<file path="src/rtl/mem_arbiter_pkg.sv">
// rtl/mem_arbiter_pkg.sv - shared state encoding and sizing helper for the memory arbiter
package mem_arbiter_pkg;

    typedef enum logic [1:0] {
        ST_IDLE  = 2'd0,
        ST_ISSUE = 2'd1,
        ST_WAIT  = 2'd2,
        ST_RESP  = 2'd3
    } arb_state_t;

    // Width able to hold values 0..n-1, never narrower than one bit
    function automatic int idx_width(input int n);
        return (n > 1) ? $clog2(n) : 1;
    endfunction

endpackage

</file>
<file path="src/rtl/mem_arbiter_rr_pick.sv">
// rtl/mem_arbiter_rr_pick.sv - combinational round-robin selector: first requester at index >= ptr, wrapping
module mem_arbiter_rr_pick
    import mem_arbiter_pkg::*;
#(
    parameter  int NMASTERS = 2,
    localparam int IW       = idx_width(NMASTERS)
) (
    input  logic [NMASTERS-1:0] i_req,
    input  logic [IW-1:0]       i_ptr,
    output logic [IW-1:0]       o_winner,
    output logic                o_any
);

    logic [2*NMASTERS-1:0] w_dbl;
    logic [NMASTERS-1:0]   w_rot;
    logic [IW:0]           w_sum;

    // Rotate so bit 0 is the requester at ptr; the doubled copy supplies the wrap
    assign w_dbl = {i_req, i_req} >> i_ptr;
    assign w_rot = w_dbl[NMASTERS-1:0];
    assign o_any = |i_req;

    // Scan downward so the lowest rotated offset is the last (winning) assignment
    always_comb begin
        o_winner = '0;
        w_sum    = '0;
        for (int k = NMASTERS - 1; k >= 0; k--) begin
            if (w_rot[k]) begin
                w_sum = {1'b0, i_ptr} + (IW + 1)'(k);
                if (w_sum >= (IW + 1)'(NMASTERS)) begin
                    w_sum = w_sum - (IW + 1)'(NMASTERS);
                end
                o_winner = w_sum[IW-1:0];
            end
        end
    end

endmodule

</file>
<file path="src/rtl/mem_arbiter.sv">
// rtl/mem_arbiter.sv - round-robin arbiter sharing one single-port memory between NMASTERS requesters
module mem_arbiter
    import mem_arbiter_pkg::*;
#(
    parameter int NMASTERS = 2,
    parameter int AW       = 32,
    parameter int DW       = 32,
    parameter int LATENCY  = 1
) (
    input  logic                   clk,
    input  logic                   reset_n,
    input  logic [NMASTERS-1:0]    m_req,
    input  logic [NMASTERS-1:0]    m_rw,
    input  logic [NMASTERS*AW-1:0] m_addr,
    input  logic [NMASTERS*DW-1:0] m_wdata,
    output logic [NMASTERS-1:0]    m_ack,
    output logic [NMASTERS-1:0]    m_wait,
    output logic [DW-1:0]          m_rdata,
    output logic                   s_strobe,
    output logic                   s_rw,
    output logic [AW-1:0]          s_addr,
    output logic [DW-1:0]          s_wdata,
    input  logic [DW-1:0]          s_rdata
);

    localparam int IW   = idx_width(NMASTERS);
    localparam int CW   = idx_width(LATENCY);
    localparam int NPAD = 1 << IW;

    if (LATENCY < 1) begin : g_bad_latency
        $error("mem_arbiter: LATENCY must be at least 1");
    end

    arb_state_t            r_state;
    logic [IW-1:0]         r_ptr;
    logic [IW-1:0]         r_grant;
    logic [NMASTERS-1:0]   r_ack;
    logic                  r_strobe;
    logic                  r_rw;
    logic [AW-1:0]         r_addr;
    logic [DW-1:0]         r_wdata;
    logic [DW-1:0]         r_rdata;
    logic [CW-1:0]         r_cnt;

    logic [IW-1:0]         w_winner;
    logic                  w_any;
    logic [IW-1:0]         w_ptr_next;
    logic [NMASTERS-1:0]   w_grant_onehot;
    logic [NPAD-1:0]       w_rw_pad;
    logic [AW-1:0]         w_addr_arr  [NPAD];
    logic [DW-1:0]         w_wdata_arr [NPAD];

    // Pad the per-master views to a power of two so any winner index is in range
    assign w_rw_pad = NPAD'(m_rw);
    for (genvar g = 0; g < NPAD; g++) begin : g_unpack
        if (g < NMASTERS) begin : g_live
            assign w_addr_arr[g]  = m_addr[g*AW +: AW];
            assign w_wdata_arr[g] = m_wdata[g*DW +: DW];
        end else begin : g_pad
            assign w_addr_arr[g]  = '0;
            assign w_wdata_arr[g] = '0;
        end
    end

    mem_arbiter_rr_pick #(
        .NMASTERS (NMASTERS)
    ) u_rr_pick (
        .i_req    (m_req),
        .i_ptr    (r_ptr),
        .o_winner (w_winner),
        .o_any    (w_any)
    );

    // Wrap by compare so non-power-of-two master counts return to 0
    assign w_ptr_next     = (r_grant == IW'(NMASTERS - 1)) ? '0 : r_grant + 1'b1;
    assign w_grant_onehot = NMASTERS'(1) << r_grant;

    always_ff @(posedge clk) begin
        if (!reset_n) begin
            r_state  <= ST_IDLE;
            r_ptr    <= '0;
            r_grant  <= '0;
            r_ack    <= '0;
            r_strobe <= 1'b0;
            r_rw     <= 1'b0;
            r_addr   <= '0;
            r_wdata  <= '0;
            r_rdata  <= '0;
            r_cnt    <= '0;
        end else begin
            r_ack    <= '0;
            r_strobe <= 1'b0;
            case (r_state)
                ST_IDLE: begin
                    if (w_any) begin
                        r_grant  <= w_winner;
                        r_rw     <= w_rw_pad[w_winner];
                        r_addr   <= w_addr_arr[w_winner];
                        r_wdata  <= w_wdata_arr[w_winner];
                        r_strobe <= 1'b1;
                        r_state  <= ST_ISSUE;
                    end
                end
                ST_ISSUE: begin
                    r_cnt   <= CW'(LATENCY - 1);
                    r_state <= ST_WAIT;
                end
                ST_WAIT: begin
                    if (r_cnt == '0) begin
                        r_rdata <= s_rdata;
                        r_ack   <= w_grant_onehot;
                        r_ptr   <= w_ptr_next;
                        r_state <= ST_RESP;
                    end else begin
                        r_cnt <= r_cnt - 1'b1;
                    end
                end
                ST_RESP: begin
                    r_state <= ST_IDLE;
                end
                default: begin
                    r_state <= ST_IDLE;
                end
            endcase
        end
    end

    assign m_ack    = r_ack;
    assign m_wait   = m_req & ~r_ack;
    assign m_rdata  = r_rdata;
    assign s_strobe = r_strobe;
    assign s_rw     = r_rw;
    assign s_addr   = r_addr;
    assign s_wdata  = r_wdata;

endmodule

</file>
<file path="config.mk">
export PLATFORM = sky130hd
export DESIGN_NAME = mem_arbiter
export DESIGN_NICKNAME = d
export VERILOG_FILES = /design/src/rtl/mem_arbiter_pkg.sv /design/src/rtl/mem_arbiter_rr_pick.sv /design/src/rtl/mem_arbiter.sv
export SDC_FILE = /design/constraint.sdc
export NUM_CORES = 1
export LEC_CHECK = 0
export ABC_AREA = 1
export CAP_MARGIN = 20
export CELL_PAD_IN_SITES_DETAIL_PLACEMENT = 1
export CELL_PAD_IN_SITES_GLOBAL_PLACEMENT = 1
export CORE_ASPECT_RATIO = 1.4
export CORE_MARGIN = 10
export CORE_UTILIZATION = 28
export CTS_CLUSTER_DIAMETER = 40
export CTS_CLUSTER_SIZE = 10
export DETAILED_ROUTE_END_ITERATION = 10
export PLACE_DENSITY = 0.92
export REMOVE_ABC_BUFFERS = 1
export SLEW_MARGIN = 20
export SYNTH_ARGS = -nofsm -noshare
export SYNTH_HDL_FRONTEND = slang
export SYNTH_SLANG_ARGS = --single-unit
</file>
<file path="constraint.sdc">
create_clock -name clk -period 4.2 [get_ports clk]
set_input_delay 0.63 -clock clk [delete_from_list [all_inputs] [get_ports clk]]
set_output_delay 0.63 -clock clk [all_outputs]
set_load 0.01 [all_outputs]
</file>
Yosys cells after proc, flatten, opt, wreduce, memory -nomap -nowiden
Index checks and enable logic that the tools add are counted.

storage, ports and cells
  logic and storage cells = 59
  output and inout bits = 102
  input port bits = 166
  flip-flop bits (word level) = 105

cells by class
  shift-type cells = 2
  bitwise operators = 6
  add/sub/neg operators = 5
  mux-type cells = 19
  order comparisons = 4
  reductions and logical operators = 8
  equal/unequal tests = 5

operator list
  operator                                                           count
  2-to-1 mux 32 bit                                                  6
  2-to-1 mux 1 bit                                                   9
  one-hot mux 2 bit (4 select lines)                                 1
  AND reduction 2 bit                                                4
  equality test 2 bit, second input constant                         2
  greater-or-equal comparator 2 bit, second input constant           2
  2-to-1 mux 2 bit                                                   2
  >> shifter 4 x 1 -> 2 bit                                          1
  NOT 1 bit                                                          3
  OR reduction 3 bit                                                 1
  subtractor 1 bit, second input constant                            3
  adder 1 x 1 -> 2 bit, second input constant                        1
  AND 2 bit                                                          1
  equality test 2 x 1 -> 1 bit, second input constant                1
  greater-or-equal comparator 1 x 2 -> 1 bit, second input constant  1
  logical NOT 2 bit                                                  1
  less-than comparator 1 x 2 -> 1 bit, second input constant         1
  != test 2 x 1 -> 1 bit, second input constant                      1
  != test 2 bit, second input constant                               1
  NOT 1 -> 2 bit                                                     1
  NOT 2 bit                                                          1
  one-hot mux 1 bit (2 select lines)                                 1
  nonzero test 2 bit                                                 1
  OR reduction 2 bit                                                 1
  2 further kinds                                                    2

Logic depth before layout (Yosys ltp)
  word-level depth = 9
  mapped depth = 9
  depth with buffers taken out = 7

Hierarchy
Synthesis repeated with hierarchy kept, for this count alone.

unflattened totals
  cell total of the unflattened synthesis = 740
  area, all modules = 4813.4 um^2

modules (own cells, without submodules)
  module               area each (um^2)  cells an instance  instances  sequential area each (um^2)
  mem_arbiter          4794.6            736                1          2082.0
  mem_arbiter_rr_pick  18.8              4                  1          0.0

Worst setup path before layout
OpenSTA, ideal clock, no wires.

  kind = input port to output port
  start = input port m_req[1]
  end = output port m_wait[1]
  required time = 3.570 ns
  cell stages on the path = 5
  path buffers = 3
  arrival time = 1.326 ns
  setup slack = 2.244 ns
  path through = buf_2 > buf_2 > buf_2 > inv_1 > nor2_1

on the way
  cells in the longest elaborated chain, start to end = 1

RTL lines
  what                RTL line            text
  start: declaration  mem_arbiter.sv:12   input logic [NMASTERS-1:0] m_req,
  AND 2 bit           mem_arbiter.sv:129  assign m_wait = m_req & ~r_ack;
  end: declaration    mem_arbiter.sv:17   output logic [NMASTERS-1:0] m_wait,

No other way between the ends.

Worst setup path in the final report
  start = input port m_req[0]
  end = output port m_wait[0]

Same word-level chain as after synthesis.

==> results by stage <==
Status:
- The run finished with clean final reports.

Clock tree:
- The clock net in this run drives a total of roughly 100 sinks.
- After clock tree synthesis, the repair step resized 0 gates.
- After clock tree synthesis, the clock-pin slew on the worst setup and hold paths is 70 ps.
- The clock insertion delay at the later pin of the skew report is about 350 ps.
- For this design, the CTS-stage hold fixing added 0 buffers.
- TritonCTS built the clock tree.
- The number of CTS-inserted buffers is 9.
- The clock passes through at most 2 buffers.
- The CTS H-tree depth is 3.
- CTS placed an instance of sky130_fd_sc_hd__clkbuf_16 at the clock tree root.
- The number of setup buffers added after CTS is 0.

Route:
- The remaining routing DRC violations is 0.
- Dividing the detail-routed via count by the number of cells gives about 4.7.
- Routed signal wires occupy layers up through met5.
- Summed over all layers, the routed wires come to a little over 20 mm.
- The routed layout has roughly 5700 vias.
- The detail route stage leaves a number of antenna-violating nets equal to 0.
- The total met3 wirelength after detailed routing is between 1.5 and 2 mm.
- The detailed router put a total of between 8 and 9 mm of wire on met1.
- The detailed-route wire length per cell is between 15 and 20 µm.
- The routed wire length on met2 is 10.21 mm.
- The iteration count of the initial detailed-routing pass is 4.
- For this block, the initial DRC count from the detailed router was between 150 and 200.

Global route:
- The total congestion overflow is 0.
- The first global-routing pass estimated 31.75 mm of wire.
- The overall global routing resource usage is around 17%.
- The initial antenna violation count is 1.
- The pin count of the biggest net entering global routing is 90.
- The number of global-route vias before repair is 5931.

Critical path:
- The largest driver fanout on the critical path is 3.
- STA puts the critical path data arrival time at approximately 2000 ps.
- The type of element capturing the critical path is an output pin.
- For the worst setup path, the data required time is around 3600 ps.
- The startpoint type of the worst setup path is an input port.
- The type of the worst setup path is in2out.

Timing:
- The final count of pins violating max slew is 0.
- The share of the clock period used by the worst path after layout is approximately 62%.
- Hold timing on the final database bottoms out at a slack of between 400 and 500 ps.
- Measured against its own limit, the worst slew margin works out to 36.49%.
- The hold violation total from the final report is 0.
- The worst clock skew is roughly 8.8 ps.
- The number of failing setup endpoints in the final timing report is 0.
- Static timing analysis puts the maximum clock frequency at roughly 0.38 GHz.
- Setup slack on the critical path of the routed design comes to 1591 ps.
- The final sum of negative setup slack is 0 ps.
- Setup repair after global routing left no endpoint under its margin.
- At the pin with the least slew margin, the transition time is 946.8 ps.
- The final critical path time including I/O delays and setup is around 2600 ps.

Floorplan:
- The vertical die dimension is 177.3 µm.
- The initialized floorplan defines between 50 and 60 standard-cell rows.
- In this run the standard cell core region covers about 17000 µm².
- In this run the horizontal extent of the chip is 132.4 µm.
- The die covers 23470 µm².
- The effective utilization at floorplan is between 20% and 30%.
- The number of primary I/O pins is 268.

Yosys:
- In this run the cell area of the synthesized design comes to around 5000 µm².
- Sequential cells were found to cover 42.07% of the synthesized design area.
- Synthesis produced a netlist whose cell count is 750.
- In this run, synthesis produced a sequential element count of ~100.
- Counting distinct cell types in the post-synthesis netlist gives 18.
- The count of synthesis-stage warnings from yosys is 0.
- Dividing the synthesized area by the synthesized cell count gives roughly 6.6 µm².

Cells and area:
- The library cells used most frequently in the layout, excluding fill and tap cells, are sky130_fd_sc_hd__clkdlybuf4s50_1, sky130_fd_sc_hd__nor2_1, sky130_fd_sc_hd__nand2_1.
- Compared with the post-synthesis result, the final layout area differs by 61.47%.
- The finished layout holds ~1200 standard cells, fillers aside.
- The commonest non-fill, non-tap cell in the layout is sky130_fd_sc_hd__clkdlybuf4s50_1.
- The final layout net count is 1145.
- The repair_antennas step left the layout with diodes totalling 0.
- The share of cells above drive strength 1 is under 10%.
- Counting the fill cells in the layout gives 2200.

Pwr:
- Summing internal, switching and leakage power gives about 4.2 mW.
- In this run the power density over the cells is approximately 520 nW/µm².
- The static leakage is about 3.3 nW.
- VDD sags by at most 0.2240 mV.

Placed design:
- The routability congestion estimate from global placement is ~0.75.
- The HPWL reported at the end of detailed placement is 15.47 mm.
- The pre-CTS setup slack is around 1500 ps.
- The number of buffers added on ports is between 200 and 300.
- Once placement completed, the tool counted placed cells totaling between 1000 and 1500.

Worst hold path:
- The class of the worst hold path is reg2reg.

Flow run:
- Across the run, the number of max-cap violations was 0.
==> path summary, 6_finish.rpt <==
path                            from                        to  depth (start not counted)  slack [ps]
min reg2reg  m_rdata[4]$_SDFFE_PN0P_   m_rdata[4]$_SDFFE_PN0P_                          2         460
max reg2reg  r_state[0]$_SDFFE_PN0P_  s_wdata[10]$_SDFFE_PN0P_                          8        2210
min          m_rdata[4]$_SDFFE_PN0P_   m_rdata[4]$_SDFFE_PN0P_                          2         460
max                         m_req[0]                 m_wait[0]                          4        1590
==> cell families (layout without fill, tap and decap cells) <==
| family | Yosys count | after routing | synth area share (%) |
|---|---|---|---|
| AOI/OAI and AO/OA | 166 | 166 | 16.86 |
| adders and majority gates | 3 | 3 | 0.7586 |
| buffers and inverters | 136 | 367 | 12.52 |
| and+or+nand+nor | 341 | 341 | 27.79 |
| DFF | 104 | 104 | 42.07 |
==> cell type report <==
class                      count  area, µm²  area share [%]
sequential                   104       2082           26.06
clock buffer                   9      225.2           2.819
clock inverter                 7      77.57          0.9709
inverter                      76      285.3           3.570
multi-input combinational    510       2255           28.22
timing repair buffer         275       2770           34.67
tap                          236      295.3           3.696
==> layer usage <==
layer	up-vias	track usage, %
met1	2670	17.46
met2	210	29.60
met3	31	6.508
met5	-	0
li1	2814	-
met4	2	6.020
==> registers in the layout, indices dropped and copies added (netlist names) <==
register  cells
s_addr       32
s_wdata      32
m_ack         2
s_rw          1
r_grant       1
m_rdata      32
r_state       2
r_ptr         1
s_strobe      1
==> critical path: stages <==
cell	delay [ps]
sky130_fd_sc_hd__clkdlybuf4s50_1	590
sky130_fd_sc_hd__inv_1	80
sky130_fd_sc_hd__nor2_1	120
sky130_fd_sc_hd__clkdlybuf4s50_1	560
==> power breakdown <==
group | leakage, nW | internal (mW) | total (mW) | switching [mW]
Combinational | 2.32 | 0.896 | 1.88 | 0.985
Clock | 0.135 | 0.467 | 0.871 | 0.404
Sequential | 0.857 | 1.26 | 1.40 | 0.138
Total | 3.31 | 2.62 | 4.15 | 1.53
==> stage by stage <==
stage                     area (µm²)  utilization, %
after global routing            7990           46.11
after floorplan                 4614               -
after detailed placement        7660           44.20
after CTS                       7963           45.95
final                           7990           46.11
after global placement          7660           44.20
==> synthesized netlist by cell type <==
master | number | share of area [%]
sky130_fd_sc_hd__nor2_2 | 1 | 0.13
sky130_fd_sc_hd__nor2_1 | 139 | 11
sky130_fd_sc_hd__o21ai_1 | 25 | 2.5
sky130_fd_sc_hd__ha_1 | 3 | 0.76
sky130_fd_sc_hd__a21oi_1 | 98 | 9.9
sky130_fd_sc_hd__or2_2 | 1 | 0.13
sky130_fd_sc_hd__buf_4 | 2 | 0.30
sky130_fd_sc_hd__buf_6 | 10 | 2.3
sky130_fd_sc_hd__nor2_4 | 1 | 0.23
sky130_fd_sc_hd__clkinv_1 | 1 | 0.076
sky130_fd_sc_hd__inv_1 | 75 | 5.7
sky130_fd_sc_hd__buf_2 | 21 | 2.1
sky130_fd_sc_hd__nand3_1 | 66 | 6.7
sky130_fd_sc_hd__a31o_2 | 1 | 0.18
sky130_fd_sc_hd__clkbuf_1 | 27 | 2.0
sky130_fd_sc_hd__nand2_1 | 133 | 10
sky130_fd_sc_hd__o21ai_0 | 42 | 4.2
sky130_fd_sc_hd__dfxtp_1 | 104 | 42
Power figures use the tool's default switching activity.
